`config.mk`:
```
export PLATFORM = sky130hd
export DESIGN_NAME = pe_seq_ctrl_flat
export DESIGN_NICKNAME = d
export VERILOG_FILES = /design/src/rtl/pe_ctrl_pkg.sv /design/src/rtl/pe_seq_ctrl_if.sv /design/src/rtl/pe_seq_ctrl.sv /design/src/flat_wrapper.sv
export SDC_FILE = /design/constraint.sdc
export NUM_CORES = 1
export LEC_CHECK = 0
export ABC_AREA = 1
export CORE_UTILIZATION = 53
export DETAILED_ROUTE_END_ITERATION = 12
export PLACE_DENSITY = 0.78
export SYNTH_ARGS = -nofsm -noshare
export SYNTH_HDL_FRONTEND = slang
export SYNTH_SLANG_ARGS = --single-unit
export TNS_END_PERCENT = 20
```
`constraint.sdc`:
```
create_clock -name clk -period 3.56 [get_ports clk]
set_clock_uncertainty 0.05 [all_clocks]
set_input_delay 0.712 -clock clk [delete_from_list [all_inputs] [get_ports clk]]
set_output_delay 0.712 -clock clk [all_outputs]
set_load 0.05 [all_outputs]
```
`src/rtl/pe_ctrl_pkg.sv`:
```
`default_nettype none
// ============================================================================
// Module      : pe_ctrl_pkg
// Description : Shared types and constants for the PE sequencer: the
//               sequencer state enum, the accumulator lane count and the
//               number of psum cycles appended to a job.
// Revision    : 1.0 - initial release
// ============================================================================
package pe_ctrl_pkg;

    // Sequencer states.
    //   S_UNCFG : no config loaded, accepting a new one
    //   S_WAIT  : config loaded, waiting for operands/space/psums
    //   S_ISSUE : operand pops in progress (k = 1..2T)
    //   S_TAIL  : multiplier drain, optional psum add and result drive
    typedef enum logic [1:0] {
        S_UNCFG = 2'd0,
        S_WAIT  = 2'd1,
        S_ISSUE = 2'd2,
        S_TAIL  = 2'd3
    } pe_seq_state_e;

    // The PE accumulator feedback loop is two deep, so every job carries
    // two interleaved sums (lane 0 and lane 1).
    localparam int unsigned c_num_lanes = 2;

    // One upstream psum is added per lane after the taps.
    localparam int unsigned c_psum_tail = 2;

endpackage
`default_nettype wire

```
`src/rtl/pe_seq_ctrl_if.sv`:
```
`default_nettype none
// ============================================================================
// Module      : pe_seq_ctrl_if
// Description : Config handshake, FIFO status/pop and PE select signals
//               between the array scheduler and the PE sequencer.
//               slave  : the sequencer side
//               master : the scheduler / FIFO / PE side
// Revision    : 1.0 - initial release
// ============================================================================
interface pe_seq_ctrl_if #(
    parameter int TAP_W = 8,
    parameter int JOB_W = 16
);
    // Config handshake
    logic             cfg_valid;
    logic             cfg_ready;
    logic [TAP_W-1:0] cfg_taps;
    logic [JOB_W-1:0] cfg_jobs;
    logic             cfg_psum_en;

    // FIFO status and pops
    logic             op_avail;
    logic             op_rd;
    logic             psum_avail;
    logic             psum_rd;
    logic             out_space;

    // PE control and result qualification
    logic             out_valid;
    logic             out_lane;
    logic             mult_seln;
    logic             acc_seln;

    // Status
    logic             busy;
    logic             done;
    logic             cfg_err;

    modport slave (
        input  cfg_valid, cfg_taps, cfg_jobs, cfg_psum_en,
        input  op_avail, psum_avail, out_space,
        output cfg_ready, op_rd, psum_rd, out_valid, out_lane,
        output mult_seln, acc_seln, busy, done, cfg_err
    );

    modport master (
        output cfg_valid, cfg_taps, cfg_jobs, cfg_psum_en,
        output op_avail, psum_avail, out_space,
        input  cfg_ready, op_rd, psum_rd, out_valid, out_lane,
        input  mult_seln, acc_seln, busy, done, cfg_err
    );

endinterface
`default_nettype wire

```
`src/rtl/pe_seq_ctrl.sv`:
```
`default_nettype none
// ============================================================================
// Module      : pe_seq_ctrl
// Description : Sequencer for one processing element. Accepts a job config
//               (tap count, job count, psum enable) and, per job, pops the
//               operand/psum FIFOs and drives the PE addend select and
//               feedback clear so the PE produces two interleaved sums.
//               All outputs come straight from flops.
// Revision    : 1.0 - initial release
// ============================================================================
module pe_seq_ctrl
    import pe_ctrl_pkg::*;
#(
    parameter int TAP_W    = 8,
    parameter int JOB_W    = 16,
    parameter int MULT_LAT = 2
) (
    input  logic         clk,
    input  logic         rstn,
    pe_seq_ctrl_if.slave bus
);

    // Position-in-job counter width: holds 2*(2^TAP_W-1) + MULT_LAT + 2.
    localparam int c_k_w = TAP_W + 3;

    // ------------------------------------------------------------------
    // State and registered outputs
    // ------------------------------------------------------------------
    pe_seq_state_e    state_q,     state_d;
    logic [c_k_w-1:0] k_q,         k_d;
    logic [JOB_W-1:0] jobs_q,      jobs_d;
    logic [TAP_W-1:0] taps_q,      taps_d;
    logic             psum_en_q,   psum_en_d;
    logic             cfg_err_q,   cfg_err_d;
    logic             done_q,      done_d;

    logic             cfg_ready_q, cfg_ready_d;
    logic             busy_q,      busy_d;
    logic             op_rd_q,     op_rd_d;
    logic             psum_rd_q,   psum_rd_d;
    logic             mult_seln_q, mult_seln_d;
    logic             acc_seln_q,  acc_seln_d;
    logic             out_valid_q, out_valid_d;
    logic             out_lane_q,  out_lane_d;

    // ------------------------------------------------------------------
    // Job phase boundaries derived from the latched config
    // ------------------------------------------------------------------
    logic [c_k_w-1:0] w_issue_end;   // last operand pop, k = 2T
    logic [c_k_w-1:0] w_mult_lo;     // first product at the PE, k = L+1
    logic [c_k_w-1:0] w_mult_hi;     // last product at the PE, k = 2T+L
    logic [c_k_w-1:0] w_job_end;     // E, final cycle of the job
    logic             w_start;
    logic             w_run_d;

    assign w_issue_end = c_k_w'(taps_q) * c_k_w'(c_num_lanes);
    assign w_mult_lo   = c_k_w'(MULT_LAT) + c_k_w'(1);
    assign w_mult_hi   = w_issue_end + c_k_w'(MULT_LAT);
    assign w_job_end   = psum_en_q ? (w_mult_hi + c_k_w'(c_psum_tail)) : w_mult_hi;

    // A job may only start when it can run to completion without a stall:
    // the PE has no enable, so every resource is checked up front.
    assign w_start = bus.op_avail && bus.out_space &&
                     (!psum_en_q || bus.psum_avail);

    // Next-state logic: config capture, job start, k advance, job count.
    always_comb begin
        state_d   = state_q;
        k_d       = k_q;
        jobs_d    = jobs_q;
        taps_d    = taps_q;
        psum_en_d = psum_en_q;
        cfg_err_d = cfg_err_q;
        done_d    = 1'b0;

        case (state_q)
            S_UNCFG: begin
                if (bus.cfg_valid) begin
                    if ((bus.cfg_taps == '0) || (bus.cfg_jobs == '0)) begin
                        // Degenerate config: flag it and stay unconfigured.
                        cfg_err_d = 1'b1;
                    end else begin
                        cfg_err_d = 1'b0;
                        taps_d    = bus.cfg_taps;
                        jobs_d    = bus.cfg_jobs;
                        psum_en_d = bus.cfg_psum_en;
                        k_d       = '0;
                        state_d   = S_WAIT;
                    end
                end
            end

            S_WAIT: begin
                if (w_start) begin
                    k_d     = c_k_w'(1);
                    state_d = S_ISSUE;
                end
            end

            S_ISSUE: begin
                k_d = k_q + c_k_w'(1);
                if (k_q == w_issue_end) begin
                    state_d = S_TAIL;
                end
            end

            S_TAIL: begin
                if (k_q == w_job_end) begin
                    k_d    = '0;
                    jobs_d = jobs_q - JOB_W'(1);
                    if (jobs_q == JOB_W'(1)) begin
                        state_d = S_UNCFG;
                        done_d  = 1'b1;
                    end else begin
                        state_d = S_WAIT;
                    end
                end else begin
                    k_d = k_q + c_k_w'(1);
                end
            end

            default: begin
                state_d = S_UNCFG;
                k_d     = '0;
            end
        endcase
    end

    // Output decode from the next state, so every output leaves a flop.
    // taps_q/psum_en_q are stable whenever the next state is a run state,
    // because they only change on the UNCFG -> WAIT transition.
    always_comb begin
        w_run_d     = (state_d == S_ISSUE) || (state_d == S_TAIL);
        cfg_ready_d = (state_d == S_UNCFG);
        busy_d      = (state_d != S_UNCFG);
        op_rd_d     = (state_d == S_ISSUE);
        mult_seln_d = w_run_d && (k_d >= w_mult_lo) && (k_d <= w_mult_hi);
        // Keep the feedback cleared until the first product of each lane
        // has entered the loop.
        acc_seln_d  = !w_run_d || (k_d <= w_mult_lo);
        psum_rd_d   = w_run_d && psum_en_q &&
                      ((k_d == w_mult_hi + c_k_w'(1)) ||
                       (k_d == w_mult_hi + c_k_w'(2)));
        out_valid_d = w_run_d &&
                      ((k_d == w_job_end - c_k_w'(1)) || (k_d == w_job_end));
        out_lane_d  = w_run_d && (k_d == w_job_end);
    end

    // Sequencer state and output registers; reset abandons any job at once.
    always_ff @(posedge clk or negedge rstn) begin
        if (!rstn) begin
            state_q     <= S_UNCFG;
            k_q         <= '0;
            jobs_q      <= '0;
            taps_q      <= '0;
            psum_en_q   <= 1'b0;
            cfg_err_q   <= 1'b0;
            done_q      <= 1'b0;
            cfg_ready_q <= 1'b1;
            busy_q      <= 1'b0;
            op_rd_q     <= 1'b0;
            psum_rd_q   <= 1'b0;
            mult_seln_q <= 1'b0;
            acc_seln_q  <= 1'b1;
            out_valid_q <= 1'b0;
            out_lane_q  <= 1'b0;
        end else begin
            state_q     <= state_d;
            k_q         <= k_d;
            jobs_q      <= jobs_d;
            taps_q      <= taps_d;
            psum_en_q   <= psum_en_d;
            cfg_err_q   <= cfg_err_d;
            done_q      <= done_d;
            cfg_ready_q <= cfg_ready_d;
            busy_q      <= busy_d;
            op_rd_q     <= op_rd_d;
            psum_rd_q   <= psum_rd_d;
            mult_seln_q <= mult_seln_d;
            acc_seln_q  <= acc_seln_d;
            out_valid_q <= out_valid_d;
            out_lane_q  <= out_lane_d;
        end
    end

    assign bus.cfg_ready = cfg_ready_q;
    assign bus.busy      = busy_q;
    assign bus.op_rd     = op_rd_q;
    assign bus.psum_rd   = psum_rd_q;
    assign bus.mult_seln = mult_seln_q;
    assign bus.acc_seln  = acc_seln_q;
    assign bus.out_valid = out_valid_q;
    assign bus.out_lane  = out_lane_q;
    assign bus.done      = done_q;
    assign bus.cfg_err   = cfg_err_q;

endmodule
`default_nettype wire

```
`src/flat_wrapper.sv`:
```
// flat-port wrapper written by rule: the top's interface ports become plain ports
module pe_seq_ctrl_flat import pe_ctrl_pkg::*;
#(
    parameter int TAP_W    = 8,
    parameter int JOB_W    = 16,
    parameter int MULT_LAT = 2
)
  (clk, rstn, bus_cfg_valid, bus_cfg_taps, bus_cfg_jobs, bus_cfg_psum_en, bus_op_avail, bus_psum_avail, bus_out_space, bus_cfg_ready, bus_op_rd, bus_psum_rd, bus_out_valid, bus_out_lane, bus_mult_seln, bus_acc_seln, bus_busy, bus_done, bus_cfg_err);
  pe_seq_ctrl_if #(.TAP_W(TAP_W), .JOB_W(JOB_W)) bus_i ();
  input  logic clk;
  input  logic rstn;
  input wire logic [$bits(bus_i.cfg_valid)-1:0] bus_cfg_valid;
  input wire logic [$bits(bus_i.cfg_taps)-1:0] bus_cfg_taps;
  input wire logic [$bits(bus_i.cfg_jobs)-1:0] bus_cfg_jobs;
  input wire logic [$bits(bus_i.cfg_psum_en)-1:0] bus_cfg_psum_en;
  input wire logic [$bits(bus_i.op_avail)-1:0] bus_op_avail;
  input wire logic [$bits(bus_i.psum_avail)-1:0] bus_psum_avail;
  input wire logic [$bits(bus_i.out_space)-1:0] bus_out_space;
  output wire logic [$bits(bus_i.cfg_ready)-1:0] bus_cfg_ready;
  output wire logic [$bits(bus_i.op_rd)-1:0] bus_op_rd;
  output wire logic [$bits(bus_i.psum_rd)-1:0] bus_psum_rd;
  output wire logic [$bits(bus_i.out_valid)-1:0] bus_out_valid;
  output wire logic [$bits(bus_i.out_lane)-1:0] bus_out_lane;
  output wire logic [$bits(bus_i.mult_seln)-1:0] bus_mult_seln;
  output wire logic [$bits(bus_i.acc_seln)-1:0] bus_acc_seln;
  output wire logic [$bits(bus_i.busy)-1:0] bus_busy;
  output wire logic [$bits(bus_i.done)-1:0] bus_done;
  output wire logic [$bits(bus_i.cfg_err)-1:0] bus_cfg_err;
  assign bus_i.cfg_valid = bus_cfg_valid;
  assign bus_i.cfg_taps = bus_cfg_taps;
  assign bus_i.cfg_jobs = bus_cfg_jobs;
  assign bus_i.cfg_psum_en = bus_cfg_psum_en;
  assign bus_i.op_avail = bus_op_avail;
  assign bus_i.psum_avail = bus_psum_avail;
  assign bus_i.out_space = bus_out_space;
  assign bus_cfg_ready = bus_i.cfg_ready;
  assign bus_op_rd = bus_i.op_rd;
  assign bus_psum_rd = bus_i.psum_rd;
  assign bus_out_valid = bus_i.out_valid;
  assign bus_out_lane = bus_i.out_lane;
  assign bus_mult_seln = bus_i.mult_seln;
  assign bus_acc_seln = bus_i.acc_seln;
  assign bus_busy = bus_i.busy;
  assign bus_done = bus_i.done;
  assign bus_cfg_err = bus_i.cfg_err;
  pe_seq_ctrl #(.TAP_W(TAP_W), .JOB_W(JOB_W), .MULT_LAT(MULT_LAT)) u_core (.clk(clk), .rstn(rstn), .bus(bus_i));
endmodule
```
### Word-level counts from Yosys, hierarchy flattened

Index checks and enable logic that the tools add are counted.

* register bits: 48
* input port bits: 31
* output and inout bits: 10
* word-level logic and storage cells: 86

* $add $sub $neg: 6
* magnitude comparators: 3
* equal/unequal tests: 15
* multiplexer cells: 21
* bitwise gates (word level): 1
* reduce and logical (&&, ||, !) cells: 25

Operators with widths (number)
* $eq A11 B11 Y1: 5
* $mux W11: 5
* $mux W16: 3
* $pmux W11 S4: 1
* $pmux W16 S2: 1
* $add A11 B1 Y11 const B: 2
* $eq A16 B1 Y1 const B: 1
* $logic_not A16 Y1: 1
* $sub A16 B1 Y16 const B: 1
* $add A11 B2 Y11 const B: 1
* $eq A11 B9 Y1: 1
* $ge A11 B2 Y1 const B: 1
* $le A11 B11 Y1: 1
* $le A11 B2 Y1 const B: 1
* $sub A11 B1 Y11 const B: 1
* $add A9 B2 Y10 const B: 1
* $mux W2: 5
* $eq A2 B2 Y1 const B: 4
* $logic_and A1 B1 Y1: 8
* $logic_not A8 Y1: 1
* $pmux W2 S4: 1
* $logic_or A1 B1 Y1: 6
* $mux W1: 5
* $logic_not A2 Y1: 2
* 9 further kinds: 12

### Logic depth before layout (Yosys ltp)

* word-level depth: 10
* gate-level depth with buffers: 30
* mapped depth without buffers: 30

### Least setup slack after synthesis

OpenSTA, ideal clock, no wires.

* kind: flip-flop to flip-flop
* start point: register u_core.taps_q[0]
* end point: register u_core.mult_seln_q, in the netlist u_core.bus.mult_seln
* library setup time: 0.072 ns
* arrival: 3.477 ns
* required time: 3.438 ns
* path slack: -0.040 ns
* stages on the path, launching flop included: 29
* path buffers: 1
* period minus slack after synthesis: 3.600 ns
* path through: dfrtp_1 > buf_2 > inv_1 > ha_1 > or2_1 > nor2_1 > nand2_2 > nor2_4 > nand2_1 > nand2_2 > nand2_2 > nand2_2 > nand2_1 > nand2_1 > nand3_1 > nor2_2 > nand2_4 > nand3_1 > nand3_1 > nand2_1 > inv_1 > ha_1 > nand2_1 > inv_1 > a221oi_1 > a21oi_1 > o21bai_1 > a31oi_1 > nor2_1

* elaborated cells between the ends (all ways): 17
* those cells by class: 2 x add/sub; 2 x order compare; 4 x eq/ne; 6 x mux; 3 x reduce/logical

RTL lines
* start, declared: RTL line pe_seq_ctrl.sv:32 `logic [TAP_W-1:0] taps_q, taps_d;`
* start signal, assigned: RTL line pe_seq_ctrl.sv:171 `taps_q <= taps_d;`
* $add A9 B2 Y10 *: RTL line pe_seq_ctrl.sv:58 `assign w_mult_hi = w_issue_end + c_k_w'(MULT_LAT);`
* $add A11 B2 Y11: RTL line pe_seq_ctrl.sv:59 `assign w_job_end = psum_en_q ? (w_mult_hi + c_k_w'(c_psum_tail)) : w_mult_hi;`
* $mux W11 *: RTL line pe_seq_ctrl.sv:59
* $eq A11 B11 Y1 *: RTL line pe_seq_ctrl.sv:108 `if (k_q == w_job_end) begin`
* $mux W11 *: RTL line pe_seq_ctrl.sv:108
* $pmux W11 S4 *: RTL line pe_seq_ctrl.sv:76 `case (state_q)`
* named net u_core.k_d[6]: RTL line pe_seq_ctrl.sv:30 `logic [c_k_w-1:0] k_q, k_d;`
* $ge A11 B2 Y1: RTL line pe_seq_ctrl.sv:137 `mult_seln_d = w_run_d && (k_d >= w_mult_lo) && (k_d <= w_mult_hi);`
* $logic_and A1 B1 Y1: RTL line pe_seq_ctrl.sv:137
* $logic_and A1 B1 Y1 *: RTL line pe_seq_ctrl.sv:137
* named net u_core.mult_seln_d: RTL line pe_seq_ctrl.sv:41 `logic mult_seln_q, mult_seln_d;`
* end signal, assigned: RTL line pe_seq_ctrl.sv:179 `mult_seln_q <= mult_seln_d;`
* end, declared: RTL line pe_seq_ctrl.sv:41

Mark *: on every way through the listed nets, which the timed path passes. The rest lies on a longest branch.
A chain may end at the register's enable or synchronous reset.

### Final worst setup path

Same ends and word-level chain as after synthesis.

==> metrics.md <==
| Metric | Value |
|---|---|
| Fmax | `264 MHz` |
| Fin. max-slew vios | `0` |
| Synth Area in XOR/XNOR | `4.42%` |
| Most frequent cells in the layout | `nand2_1, buf_4, inv_1` |
| Initial Util | `55.6%` |
| Crit-path max FO | `6` |
| Area growth, synth to finish | `35.9%` |
| Sequential fraction of the synthesis area | `27.6%` |
| Crit start category | `flop` |
| Delay-heaviest family, CP | `simple AND/OR/NAND/NOR gates` |
| Hold slack final | `0.489 ns` |
| Yosys top cell area share | `26.4%` |
| CP Capture Type | `flop` |
| Net Count, Synth | `735` |
| Total track usage | `37.0%` |
| Max clock buf depth | `2` |
| H-tree levels | `2` |
| EDFF count, synth | `0` |
| Number of global-route vias before repair | `4937` |
| Hold-fix buffers, CTS | `0` |
| Slowest CP cell | `dfrtp_2` |
| Clk slew on worst S/H paths | `0.11 ns` |
| Post-route insts no fill | `920` |
| Setup Viol. Count Final | `2` |
| CTS tree | `yes` |
| DR top layer | `met4` |
| Iter 0 DRT Violations | `444` |
| Die Wd | `92.7 um` |
| Mean Syn Cell Area | `6.33 um2` |
| Placed Instance Area | `0.00544 mm2` |
| Maximum capacitance violations | `0` |
| Core area | `0.00785 mm2` |
| Placed wire-length estimate | `12.1 mm` |
| Avg WL per Cell | `17.1 um` |
| Cell area after synthesis | `0.00436 mm2` |
| Ys async rst share | `100%` |
| Tcrit/Tclk final | `106%` |
| Clock sinks | `48` |
| Path depth of the worst reg2reg path | `27` |
| CP peak stage delay | `0.45 ns` |
| Status | `finished, violations left` |
| Grt ovf | `0` |
| CP dominant cell by count | `nand2_2` |
| Simple-gate share of the synthesized area | `39.3%` |
| Met2 wire length | `7.18 mm` |
| Antenna violations before repair | `0` |
| Most common cell after layout, fill and taps aside | `nand2_1` |
| Fin worst setup slack | `-0.226 ns` |
| Multiplexer share of the synthesized area | `0%` |
| Die Span Y | `92.7 um` |
| Largest family of logic cells by synthesized area | `simple AND/OR/NAND/NOR gates` |
| Minimum clock period | `3.79 ns` |
| First-pass GRT wire length | `24.4 mm` |
| Total placed cells including tap cells | `898` |
| Largest net degree at the start of global routing | `41` |
| Worst Path Required | `3.75 ns` |
| Clock root buffer | `clkbuf_8` |
| Synth Area in Compound Gates | `13.4%` |
| RSZ-0062 raised after global routing | `yes` |
| # DRC | `0` |
| Synth Register Bits | `48` |
| ANT cells | `0` |
| Synth unique cells | `40` |
| GPL Wtd Cong | `1.05` |
| First-pass DRT Iterations | `8` |
| I/O Buffers | `40` |
| HP Class | `in -> async` |
| Dominant synthesized flop cell | `dfrtp_1` |
| Area contributors post-synth | `dfrtp_1, nand2_1, inv_1` |
| Yosys top cell by area | `dfrtp_1` |
| NumNets Final | `863` |
| Cell depth of the worst setup path | `27` |
| Synth warn | `0` |
| Die area | `0.00859 mm2` |
| Skew-Pair Late Insertion Delay | `0.32 ns` |
| Layout cells sized above 1 | `26.0%` |
| Critical path class | `reg -> reg` |
| Final hold violation count | `0` |
| CP arrival | `3.98 ns` |
| M1 WL | `6.26 mm` |
| Met3 WL | `1.68 mm` |
| Final Cell Area | `0.00593 mm2` |
| WL final | `15.7 mm` |
| Cells after synthesis | `689` |
| Final ANT Viol Nets | `0` |
| FP Rows | `32` |
| CP bufs+invs | `4` |
| Post-Synth Adder-Cell Area | `4.30%` |
| Vias | `5286` |
| CTS Buf Count | `5` |
| Vias/cell | `5.75` |
| Worst Tran Pin Value | `0.957 ns` |
| Worst rel slew slack | `36.2%` |
| IO Count | `41` |
| Failing checks | `setup timing` |
-- layout make-up --
class	count	area, um2
fill	624	1920
timing repair buffer	135	1120
clock buffer	6	82.6
sequential	48	1210
tap	102	128
inverter	112	420
multi-input combinational	515	2950
clock inverter	2	13.8
-- sequential cells by signal, summed over array words and instances, names as in the netlist, 2 cells and up --
register	flops
u_core.state_q	2
u_core.jobs_q	16
u_core.k_q	11
u_core.taps_q	8
-- final timing paths --
check / start / end / slack [ns]
worst max-delay path: u_core.taps_q[0]$_DFFE_PN0P_ / u_core.bus.mult_seln$_DFF_PN0_ / -0.23
worst min-delay path: rstn / u_core.jobs_q[10]$_DFFE_PN0P_ / 0.49
worst max register to register: u_core.taps_q[0]$_DFFE_PN0P_ / u_core.bus.mult_seln$_DFF_PN0_ / -0.23
worst min register to register: u_core.bus.cfg_err$_DFFE_PN0P_ / u_core.bus.cfg_err$_DFFE_PN0P_ / 0.49
max in group asynchronous: rstn / u_core.k_q[5]$_DFF_PN0_ / 2.22
min in group clk: u_core.bus.cfg_err$_DFFE_PN0P_ / u_core.bus.cfg_err$_DFFE_PN0P_ / 0.49
-- cells by family (layout without fill, tap and decap cells) --
logic type               count (synthesis)  in the layout
flip-flops                              48             48
AND/OR/NAND/NOR                        377            377
buffers and inverters                  126            255
AO/OA/AOI/OAI                          101            101
adder cells (fa/ha/maj)                 15             15
XOR/XNOR                                22             22
-- per-layer routing --
layer | global-route usage (%) | vias up
li1 | - | 2487
met1 | 49.4 | 2434
met2 | 58.9 | 312
met3 | 6.81 | 53
met4 | 15.3 | 0
met5 | 0 | -
-- through the flow --
stage          setup TNS (ns)  utilization [%]  setup slack (ns)
2_1_floorplan               0                -            0.0350
6_report               -0.441             75.5            -0.226
4_1_cts               -0.0282             73.0           -0.0282
3_3_place_gp           -0.200             69.3            -0.129
5_1_grt                -0.951             75.5            -0.376
3_5_place_dp           -0.208             69.3            -0.146
-- synth_stat cells (3+ instances only) --
cell	number
a31oi_1	11
inv_2	14
nand2_2	23
clkbuf_1	9
nand3_2	3
dfrtp_1	46
o211ai_1	6
nand4_1	12
o22ai_1	3
nor2_2	3
nor2_1	65
nor4_1	10
inv_1	97
nand2_4	3
a21oi_1	20
nand3_1	63
ha_1	15
nor2_4	4
o21ai_0	42
a221oi_1	3
nor3_1	8
xor2_1	20
buf_2	5
o21ai_1	6
nand2_1	177
-- repair_timing --
action / in CTS / in global routing
setup buffers: 7 / 7
gates resized for setup: 25 / 36
pin swaps: 24 / 36
cloned: 0 / 0
endpoints found under the setup margin: 2 / 8
Power is not shown: default switching activity piles up to over one toggle a cycle in this logic, so the estimate is an artifact.
